--- src/rtl/lsb_serial_tx_if.sv ---
// Parallel-side handshake and bit-serial output bundle of the LSB-first transmitter.
// The master drives start/data_in; the slave (the transmitter) drives the framing.
`timescale 1ns/1ps
interface lsb_serial_tx_if #(
  parameter int WIDTH = 8
);
  logic             start;
  logic [WIDTH-1:0] data_in;
  logic             ready;
  logic             conv_reset;
  logic             bit_out;
  logic             bit_valid;
  logic             last;
  logic             done;

  modport master (
    output start, data_in,
    input  ready, conv_reset, bit_out, bit_valid, last, done
  );

  modport slave (
    input  start, data_in,
    output ready, conv_reset, bit_out, bit_valid, last, done
  );
endinterface

--- src/rtl/lsb_serial_tx.sv ---
// Bit-serial transmitter: clears the downstream converter for one cycle, then
// sends a WIDTH-bit word LSB-first with valid/last framing and a done pulse.
`timescale 1ns/1ps
module lsb_serial_tx #(
  parameter int WIDTH = 8
) (
  input  logic           clk,
  input  logic           reset,
  lsb_serial_tx_if.slave bus
);
  localparam int            CW       = $clog2(WIDTH);
  localparam logic [CW-1:0] LAST_CNT = CW'(WIDTH - 1);

  typedef enum logic [1:0] {
    ST_IDLE,
    ST_CLR,
    ST_SHIFT,
    ST_DONE
  } state_e;

  state_e           state_q, state_d;
  logic [WIDTH-1:0] sreg_q, sreg_d;
  logic [CW-1:0]    count_q, count_d;
  logic             ready_q, ready_d;
  logic             conv_reset_q, conv_reset_d;
  logic             bit_out_q, bit_out_d;
  logic             bit_valid_q, bit_valid_d;
  logic             last_q, last_d;
  logic             done_q, done_d;

  always_comb begin
    state_d = state_q;
    sreg_d  = sreg_q;
    count_d = count_q;
    case (state_q)
      ST_IDLE: begin
        if (bus.start) begin
          sreg_d  = bus.data_in;
          count_d = '0;
          state_d = ST_CLR;
        end
      end
      ST_CLR: begin
        state_d = ST_SHIFT;
      end
      ST_SHIFT: begin
        sreg_d = sreg_q >> 1;
        if (count_q == LAST_CNT) begin
          count_d = '0;
          state_d = ST_DONE;
        end else begin
          count_d = count_q + CW'(1);
        end
      end
      ST_DONE: begin
        state_d = ST_IDLE;
      end
      default: begin
        state_d = ST_IDLE;
      end
    endcase
  end

  // Outputs are decoded from the next state so they leave the flops aligned with it.
  always_comb begin
    ready_d      = (state_d == ST_IDLE);
    conv_reset_d = (state_d == ST_CLR);
    bit_valid_d  = (state_d == ST_SHIFT);
    bit_out_d    = (state_d == ST_SHIFT) && sreg_d[0];
    last_d       = (state_d == ST_SHIFT) && (count_d == LAST_CNT);
    done_d       = (state_d == ST_DONE);
  end

  always_ff @(posedge clk or negedge reset) begin
    if (!reset) begin
      state_q      <= ST_IDLE;
      sreg_q       <= '0;
      count_q      <= '0;
      ready_q      <= 1'b1;
      conv_reset_q <= 1'b0;
      bit_out_q    <= 1'b0;
      bit_valid_q  <= 1'b0;
      last_q       <= 1'b0;
      done_q       <= 1'b0;
    end else begin
      state_q      <= state_d;
      sreg_q       <= sreg_d;
      count_q      <= count_d;
      ready_q      <= ready_d;
      conv_reset_q <= conv_reset_d;
      bit_out_q    <= bit_out_d;
      bit_valid_q  <= bit_valid_d;
      last_q       <= last_d;
      done_q       <= done_d;
    end
  end

  assign bus.ready      = ready_q;
  assign bus.conv_reset = conv_reset_q;
  assign bus.bit_out    = bit_out_q;
  assign bus.bit_valid  = bit_valid_q;
  assign bus.last       = last_q;
  assign bus.done       = done_q;
endmodule

--- src/flat_wrapper.sv ---
// flat-port wrapper written by rule: the top's interface ports become plain ports
module lsb_serial_tx_flat 
#(
  parameter int WIDTH = 8
)
  (clk, reset, bus_start, bus_data_in, bus_ready, bus_conv_reset, bus_bit_out, bus_bit_valid, bus_last, bus_done);
  lsb_serial_tx_if #(.WIDTH(WIDTH)) bus_i ();
  input  logic clk;
  input  logic reset;
  input wire logic [$bits(bus_i.start)-1:0] bus_start;
  input wire logic [$bits(bus_i.data_in)-1:0] bus_data_in;
  output wire logic [$bits(bus_i.ready)-1:0] bus_ready;
  output wire logic [$bits(bus_i.conv_reset)-1:0] bus_conv_reset;
  output wire logic [$bits(bus_i.bit_out)-1:0] bus_bit_out;
  output wire logic [$bits(bus_i.bit_valid)-1:0] bus_bit_valid;
  output wire logic [$bits(bus_i.last)-1:0] bus_last;
  output wire logic [$bits(bus_i.done)-1:0] bus_done;
  assign bus_i.start = bus_start;
  assign bus_i.data_in = bus_data_in;
  assign bus_ready = bus_i.ready;
  assign bus_conv_reset = bus_i.conv_reset;
  assign bus_bit_out = bus_i.bit_out;
  assign bus_bit_valid = bus_i.bit_valid;
  assign bus_last = bus_i.last;
  assign bus_done = bus_i.done;
  lsb_serial_tx #(.WIDTH(WIDTH)) u_core (.clk(clk), .reset(reset), .bus(bus_i));
endmodule
--- config.mk ---
export PLATFORM = sky130hd
export DESIGN_NAME = lsb_serial_tx_flat
export DESIGN_NICKNAME = d
export VERILOG_FILES = /design/src/rtl/lsb_serial_tx_if.sv /design/src/rtl/lsb_serial_tx.sv /design/src/flat_wrapper.sv
export SDC_FILE = /design/constraint.sdc
export NUM_CORES = 1
export LEC_CHECK = 0
export CAP_MARGIN = 10
export CORE_MARGIN = 3
export CORE_UTILIZATION = 54
export DETAILED_ROUTE_END_ITERATION = 7
export GPL_TIMING_DRIVEN = 0
export PLACE_DENSITY = 0.82
export SLEW_MARGIN = 10
export SYNTH_ARGS = -nofsm -noshare
export SYNTH_HDL_FRONTEND = slang
export SYNTH_SLANG_ARGS = --single-unit
export TNS_END_PERCENT = 10
--- constraint.sdc ---
create_clock -name clk -period 4.3 [get_ports clk]
set_input_delay 0.645 -clock clk [delete_from_list [all_inputs] [get_ports clk]]
set_output_delay 0.645 -clock clk [all_outputs]
set_load 0.05 [all_outputs]
Word-level counts from Yosys, hierarchy flattened
Index checks and enable logic that the tools add are counted.
{ "classes": {"mux": 8, "n_eq_ne": 9, "addsub": 1, "n_reduce_logical": 6} }
{ "ops": {"columns": ["op", "n"], "rows": [
  ["$pmux W8 S2", 1],
  ["$eq A2 B2 Y1 const B", 4],
  ["$mux W8", 1],
  ["$pmux W2 S4", 1],
  ["$eq A3 B3 Y1 const B", 2],
  ["$mux W3", 2],
  ["$pmux W3 S2", 1],
  ["$eq A2 B1 Y1 const B", 2],
  ["$logic_not A2 Y1", 2],
  ["$mux W2", 2],
  ["$add A3 B1 Y3 const B", 1],
  ["$logic_and A1 B1 Y1", 2],
  ["$ne A2 B2 Y1 const B", 1],
  ["$reduce_and A2 Y1", 1],
  ["$reduce_bool A2 Y1", 1]
]} }
{ "word_totals": {"output_inout_bits": 6, "inputBits": 11, "word_cells": 34, "register_bits": 19} }

Longest topological paths before layout
Gate-level depths: netlist of run 1.
{ "logic_depth": {"ltp_word": 5, "ltp_mapped": 7, "ltp_nobuf": 5} }

Least setup slack after synthesis of run 1
Ideal clock, no wire load.
{ "synth_timing": {"path_kind": "register to register", "from": "register u_core.state_q[0]", "to": "register u_core.sreg_q[6]", "arrival_time_ps": 1342, "setup_ps": 126, "period_less_slack_ps": 1468, "path_buffers": 2, "required_time_ps": 4174, "path_slack_ps": 2832, "path_stages_with_launch": 7, "cell_sequence": "dfrtp_1 inv_1 ha_1 buf_6 buf_4 a22o_1 a221o_1"} }
{ "synth_via": {"elab_chain_len": 3, "word_cells_on_any_way": 6, "cone_classes": "eq/ne: 2; mux: 1; reduce/logical: 3"} }
{ "synth_rtl": {"columns": ["element", "line", "text"], "rows": [
  ["from (decl)", "lsb_serial_tx.sv:21", "state_e state_q, state_d;"],
  ["from (signal assigned)", "lsb_serial_tx.sv:86", "state_q <= state_d;"],
  ["$eq A2 B2 Y1 / $logic_not A2 Y1 (equally long branches)", "lsb_serial_tx.sv:35", "case (state_q)"],
  ["$reduce_bool A2 Y1 (no source line) / $ne A2 B2 Y1 (equally long branches)", null, null],
  ["$reduce_and A2 Y1 (no source line)", null, null],
  ["to (signal assigned)", "lsb_serial_tx.sv:87", "sreg_q <= sreg_d;"],
  ["to (decl)", "lsb_serial_tx.sv:22", "logic [WIDTH-1:0] sreg_q, sreg_d;"]
]} }
Several ways; a longest one is shown, not always the timed one.
A chain may end at the register's enable or synchronous reset.

Worst setup path in the final report of run 1
{ "layout_timing": {"from": "register u_core.ready_q, in the netlist u_core.bus.ready", "to": "output bus_ready"} }
{ "layout_rtl": {"columns": ["element", "line", "text"], "rows": [
  ["from (decl)", "lsb_serial_tx.sv:24", "logic ready_q, ready_d;"],
  ["from (signal assigned)", "lsb_serial_tx.sv:89", "ready_q <= ready_d;"],
  ["to (decl)", "flat_wrapper.sv:12", "output wire logic [$bits(bus_i.ready)-1:0] bus_ready;"]
]} }
No word-level cell between the ends.

==> impl_metrics.py, run 1 <==
metrics = {
    "clock_tree": {
        "htreeDepth": 1,
        "tritoncts_clock_tree": "done",
        "postCtsSetupBuffers": 0,
        "clkSlewWorstSetupHoldPaths_ns": 0.11,
        "cts-buffers-inserted": 3,
        "cts_hold_repair.buffers": 0,
        "clock-root-buffer": "sky130_fd_sc_hd__clkbuf_4",
        "resized_after_cts": 0,
        "clock_sink_count": 19,
        "cts_buffer_depth": 2,
        "clkLatencyLatePin_ns": 0.29,
    },
    "worst_setup_path": {
        "criticalPathCategory": "flip-flop to output port",
        "cp.buffers_inverters": 1,
        "cp_data_required_time_ns": 3.65,
        "cp-end-kind": "output port",
        "crit_arrival_ns": 1.62,
        "cp_cell_sequence": "clkdlybuf4s50_1",
        "worstPathMaxFanout": 1,
        "timing.critical_path.max_delay_family": "buffers and inverters",
        "worst_path_largest_cell_delay_ns": 0.79,
        "timing.critical_path.slowest_stage_cell": "sky130_fd_sc_hd__clkdlybuf4s50_1",
        "critical_path.startpoint_type": "flip-flop",
    },
    "floorplan": {
        "floorplan.core_area_sq_um": 1560,
        "boundaryPins": 17,
        "design.die.area_sq_um": 2260,
        "die_width_um": 47.5,
        "initial_utilization_pct": 59.8,
        "dieHeight_um": 47.5,
        "std_cell_rows": 14,
    },
    "timing": {
        "worstMarginPinSlew_ns": 0.837,
        "maxClockFrequency_ghz": 0.441,
        "timing.final.crit_share_pct": 52.7,
        "timing_hold_violations_final": 0,
        "period_minus_slack_ns": 2.27,
        "clock_skews_ns": 0.00159,
        "slew_viol_final": 0,
        "fin_tns_setup_ns": 0,
        "grt_setup_unrepaired": "false",
        "finalSetupViolations": 0,
        "max_slew_headroom_pct": 44.1,
    },
    "detailed_routing": {
        "route.detailed.drc": 0,
        "drt_pre_antenna_iters": 4,
        "route.final.wire_length_mm": 1.78,
        "total_number_of_vias": 677,
        "viasPerCell": 5.94,
        "route.antenna.remaining_nets": 0,
        "routed_wl_per_cell_um": 15.6,
        "drt-initial-drc-count": 13,
    },
    "synth": {
        "postSynthCellCount": 78,
        "syn_avg_cell_area_sq_um": 12.0,
        "ys_ff_latch": 19,
        "netlist-cell-type-count": 23,
        "synthesis.nets": 93,
        "yosysWarnings": 0,
        "synth.yosys.seq_area_share_pct": 51.1,
        "synthesis.area_sq_um": 932,
    },
    "power": {
        "peakVddDrop_mv": 0.543,
        "total_power_uw": 932,
        "total_leakage_power_nw": 0.530,
        "power-per-cell-area_nw_per_um2": 818,
    },
    "global_routing": {
        "grt_pass1_wl_mm": 2.79,
        "antenna_violations_before_repair": 0,
        "grt_max_degree": 20,
        "grtUsageTotal_pct": 18.3,
        "globalRoute.totalOverflow": 0,
        "first_global_vias": 648,
    },
    "layout": {
        "fraction_of_layout_instances_using_a_drive_strength_above_1_pct": 13.3,
        "antennaDiodeCount": 0,
        "finish.net_count": 114,
        "mostFrequentLayoutCell": "sky130_fd_sc_hd__dfrtp_1",
        "areaGrowthSynthToFinish_pct": 22.3,
        "mostFrequentLayoutCells": "18 x sky130_fd_sc_hd__dfrtp_1, 16 x sky130_fd_sc_hd__clkdlybuf4s50_1, 8 x sky130_fd_sc_hd__nor2_1, 8 x sky130_fd_sc_hd__a22o_1",
    },
    "placement": {
        "place.port_buffers": 16,
        "gp_routability_congestion": 0.812,
        "dpl.hpwl_mm": 1.27,
    },
    "status": {
        "run_status": "finished, final reports clean",
    },
    "worst_hold_path": {
        "worst_hold_path_type": "flip-flop to flip-flop",
    },
    "run": {
        "maxCapViolations": 0,
    },
}
-- report_power, final --
group | total (mW) | switching (mW) | internal, mW
Combinational | 0.525 | 0.278 | 0.247
Sequential | 0.317 | 0.0528 | 0.264
Clock | 0.0908 | 0.0562 | 0.0346
-- through the flow --
stage / setup WS [ns] / cell area, sq um / hold WS (ns) / std cells / util, %
floorplan: 2.83 / 932 / 0.349 / 78 / -
global placement: 2.29 / 1110 / 0.447 / 110 / 71.3
detailed placement: 2.30 / 1110 / 0.454 / 110 / 71.3
CTS: 2.02 / 1140 / 0.482 / 114 / 73.1
global route: 1.99 / 1140 / 0.498 / 114 / 73.1
finish: 2.03 / 1140 / 0.482 / 114 / 73.1
-- registers in the layout, summed over array words and instances, names as in the netlist --
name and count:
u_core.sreg_q 8, u_core.count_q 3, u_core.state_q 2, u_core.bus.bit_out 1
u_core.bus.bit_valid 1, u_core.bus.conv_reset 1, u_core.bus.done 1, u_core.bus.last 1
u_core.bus.ready 1
-- routing by layer --
metal	routed length [um]	global-route usage (%)	vias up
li1	-	-	326
met3	54	4.89	2
met2	886	30.2	8
met5	0	0	-
met1	826	21.1	341
met4	10	10.8	0
-- synthesized netlist by cell type --
cell	count	area, sq um
sky130_fd_sc_hd__nand2_1	3	11.3
sky130_fd_sc_hd__nor2b_1	3	18.8
sky130_fd_sc_hd__mux2i_2	1	13.8
sky130_fd_sc_hd__o21ai_1	2	10.0
sky130_fd_sc_hd__dfstp_2	1	26.3
sky130_fd_sc_hd__mux2i_1	6	60.1
sky130_fd_sc_hd__nand2b_1	2	12.5
sky130_fd_sc_hd__and4b_1	1	10.0
sky130_fd_sc_hd__a22o_1	8	70.1
sky130_fd_sc_hd__and2_1	1	6.26
sky130_fd_sc_hd__buf_4	2	15.0
sky130_fd_sc_hd__a221o_1	6	60.1
sky130_fd_sc_hd__nor2_1	8	30.0
sky130_fd_sc_hd__buf_6	2	22.5
sky130_fd_sc_hd__a21oi_1	1	5.00
sky130_fd_sc_hd__ha_1	4	50.1
sky130_fd_sc_hd__dfrtp_1	18	450
sky130_fd_sc_hd__o211ai_1	1	7.51
sky130_fd_sc_hd__inv_1	3	11.3
sky130_fd_sc_hd__o21ai_0	1	5.00
sky130_fd_sc_hd__a32oi_1	1	8.76
sky130_fd_sc_hd__buf_2	1	5.00
sky130_fd_sc_hd__mux2_2	2	22.5
-- final timing paths --
path,startpoint,cells after the start,slack (ns),to
max in group asynchronous,reset,1,2.97,u_core.sreg_q[7]
hold reg to reg,u_core.sreg_q[0],2,0.48,u_core.sreg_q[0]
min in group asynchronous,reset,1,0.82,u_core.bus.last
setup / recovery,u_core.bus.ready,1,2.03,bus_ready
setup reg to reg,u_core.state_q[0],7,2.68,u_core.sreg_q[6]
hold / removal,u_core.sreg_q[0],2,0.48,u_core.sreg_q[0]
-- cell type report --
cell class              count  area, sq um
flip-flops and latches     19          477
fillers                   109          419
multi-input cells          51          402
repair buffers             16          160
plain buffers               5         42.5
clock buffers               3         22.5
well taps                  16         20.0
inverters                   3         11.3
clock inverters             1         5.00
-- logic make-up (layout without fill, tap and decap cells) --
logic type / after synthesis / in the layout / share of synthesized area [%]
buffers and inverters: 8 / 28 / 5.77
adder cells (fa/ha/maj): 4 / 4 / 5.37
AND/OR/NAND/NOR: 18 / 18 / 9.53
multiplexers: 9 / 9 / 10.3
AO/OA/AOI/OAI: 20 / 20 / 17.9
flip-flops: 19 / 19 / 51.1
Power figures use the tool's default switching activity.
==> inputs of run 2 (changes only) <==
Settings changed: CORE_UTILIZATION 54 to 45, PLACE_DENSITY 0.82 to 0.73.
Clock period 4.3 ns to 1.9 ns, I/O delays scaled along.
==> run 2 against run 1 <==
Against the previous run:
- setup slack worse by 1.8 ns
- count of clock-buffer cells in the layout unchanged
- design area increased by 0.88%
- core utilization down 11 points
- register-to-register slack got worse by 2.4 ns
- critical endpoint is now bus_done
- global-route usage decreased by 3.6 points
- wire length is 5.5% lower
- sequential share of layout area is 0.36 points lower
- critical path depth unchanged
==> impl_metrics.py, run 2 (synthesis gave the netlist of run 1 again) <==
metrics = {
    "status": {
        "run_status": "finished, final reports clean",
    },
    "floorplan": {
        "boundaryPins": 17,
        "die_width_um": 51.5,
        "std_cell_rows": 15,
        "design.die.area_sq_um": 2650,
        "dieHeight_um": 51.5,
        "initial_utilization_pct": 50.7,
        "floorplan.core_area_sq_um": 1840,
    },
    "worst_setup_path": {
        "worstPathMaxFanout": 1,
        "timing.critical_path.slowest_stage_cell": "sky130_fd_sc_hd__clkdlybuf4s50_1",
        "cp_cell_sequence": "clkdlybuf4s50_1",
        "crit_start": "u_core.bus.done",
        "timing.critical_path.max_delay_family": "buffers and inverters",
        "r2r-start": "u_core.state_q[0]",
        "criticalPathCategory": "flip-flop to output port",
        "cp_data_required_time_ns": 1.62,
        "cp-end-kind": "output port",
        "critical_path.startpoint_type": "flip-flop",
        "cp.buffers_inverters": 1,
        "worst_path_largest_cell_delay_ns": 0.79,
        "crit_arrival_ns": 1.43,
    },
    "layout": {
        "mostFrequentLayoutCell": "sky130_fd_sc_hd__dfrtp_1",
        "fraction_of_layout_instances_using_a_drive_strength_above_1_pct": 13.3,
        "finish.net_count": 114,
        "layoutNonFillerInstCount": 123,
        "largest_reg_flops": 8,
        "areaGrowthSynthToFinish_pct": 23.4,
        "fill_cells": 170,
        "mostFrequentLayoutCells": "18 x sky130_fd_sc_hd__dfrtp_1, 15 x sky130_fd_sc_hd__clkdlybuf4s50_1, 8 x sky130_fd_sc_hd__nor2_1, 8 x sky130_fd_sc_hd__a22o_1",
        "antennaDiodeCount": 0,
        "max_flop_register": "u_core.sreg_q",
        "layout_top_registers": "u_core.sreg_q x8, u_core.count_q x3, u_core.state_q x2",
    },
    "timing": {
        "worstMarginPinSlew_ns": 0.812,
        "period_minus_slack_ns": 1.71,
        "setup_ws_ns": 0.187,
        "fin_tns_setup_ns": 0,
        "timing.final.crit_share_pct": 90.2,
        "slew_viol_final": 0,
        "clock_skews_ns": 0.00401,
        "finalSetupViolations": 0,
        "grt_setup_unrepaired": "false",
        "max_slew_headroom_pct": 45.7,
        "timing_hold_violations_final": 0,
        "maxClockFrequency_ghz": 0.584,
    },
    "clock_tree": {
        "clkSlewWorstSetupHoldPaths_ns": 0.10,
        "clkLatencyLatePin_ns": 0.29,
        "resized_after_cts": 1,
        "tritoncts_clock_tree": "done",
        "postCtsSetupBuffers": 0,
        "htreeDepth": 1,
        "clock_sink_count": 19,
        "cts_buffer_depth": 2,
        "cts_hold_repair.buffers": 0,
        "cts-buffers-inserted": 3,
        "clock-root-buffer": "sky130_fd_sc_hd__clkbuf_4",
    },
    "detailed_routing": {
        "viasPerCell": 5.34,
        "route.antenna.remaining_nets": 0,
        "route.final.wire_length_mm": 1.68,
        "drt_pre_antenna_iters": 4,
        "total_number_of_vias": 657,
        "drt-initial-drc-count": 8,
        "routed_wl_per_cell_um": 13.7,
        "route.detailed.drc": 0,
    },
    "global_routing": {
        "grt_max_degree": 20,
        "grtUsageTotal_pct": 14.7,
        "antenna_violations_before_repair": 0,
        "first_global_vias": 610,
        "grt_pass1_wl_mm": 2.87,
        "globalRoute.totalOverflow": 0,
    },
    "power": {
        "total_leakage_power_nw": 0.532,
        "peakVddDrop_mv": 0.962,
        "power-per-cell-area_nw_per_um2": 1810,
    },
    "worst_hold_path": {
        "worst_hold_path_type": "primary input to async pin",
    },
    "placement": {
        "dp_cells": 119,
        "detailedPlace.worstSlack_ns": 0.253,
        "gp_routability_congestion": 0.751,
        "place.port_buffers": 16,
        "dpl.hpwl_mm": 1.21,
    },
    "run": {
        "maxCapViolations": 0,
    },
}
[run 2: routing by layer]
layer / GRT usage (%) / wire length [um] / up-vias
met2: 22.7 / 793 / 20
met5: 0 / 0 / -
li1: - / - / 326
met4: 3.93 / 14 / 0
met1: 19.5 / 757 / 309
met3: 5.44 / 115 / 2
[run 2: worst paths after layout]
check | to | slack (ns) | cells after the start
hold / removal | u_core.sreg_q[5] | 0.45 | 1
min in group clk | u_core.sreg_q[0] | 0.48 | 2
setup reg to reg | u_core.sreg_q[5] | 0.32 | 7
setup / recovery | bus_done | 0.19 | 1
hold reg to reg | u_core.sreg_q[0] | 0.48 | 2
max in group asynchronous | u_core.sreg_q[4] | 0.95 | 1
[run 2: metrics by stage]
| step | util, % | area, sq um | hold WS, ns | power, mW |
|---|---|---|---|---|
| finish | 62.5 | 1150 | 0.452 | 2.08 |
| global route | 62.5 | 1150 | 0.496 | 2.26 |
| CTS | 62.5 | 1150 | 0.474 | 2.10 |
| detailed placement | 61.1 | 1120 | 0.454 | 1.90 |
| global placement | 61.1 | 1120 | 0.446 | 1.86 |
| floorplan | - | 932 | -0.0106 | 1.62 |
[run 2: final cells by class]
cell class                 count  area (sq um)  area share [%]
clock buffer                   3          22.5            1.96
buffer                         5          42.5            3.70
tap                           25          31.3            2.72
timing repair buffer          16           159            13.8
clock inverter                 1          5.00           0.435
multi-input combinational     51           402            34.9
sequential                    19           477            41.5
inverter                       3          11.3           0.979
[run 2: power by group]
group          switching (mW)  total, mW  internal (mW)
logic                   0.616       1.17          0.550
clock network           0.119      0.197         0.0784
registers               0.118      0.715          0.597
==> inputs of run 3 (changes only) <==
Settings changed: TNS_END_PERCENT 10 to 20.
==> results of run 3 <==
Same layout as run 2: the final DEF is identical, and so are final timing and power.
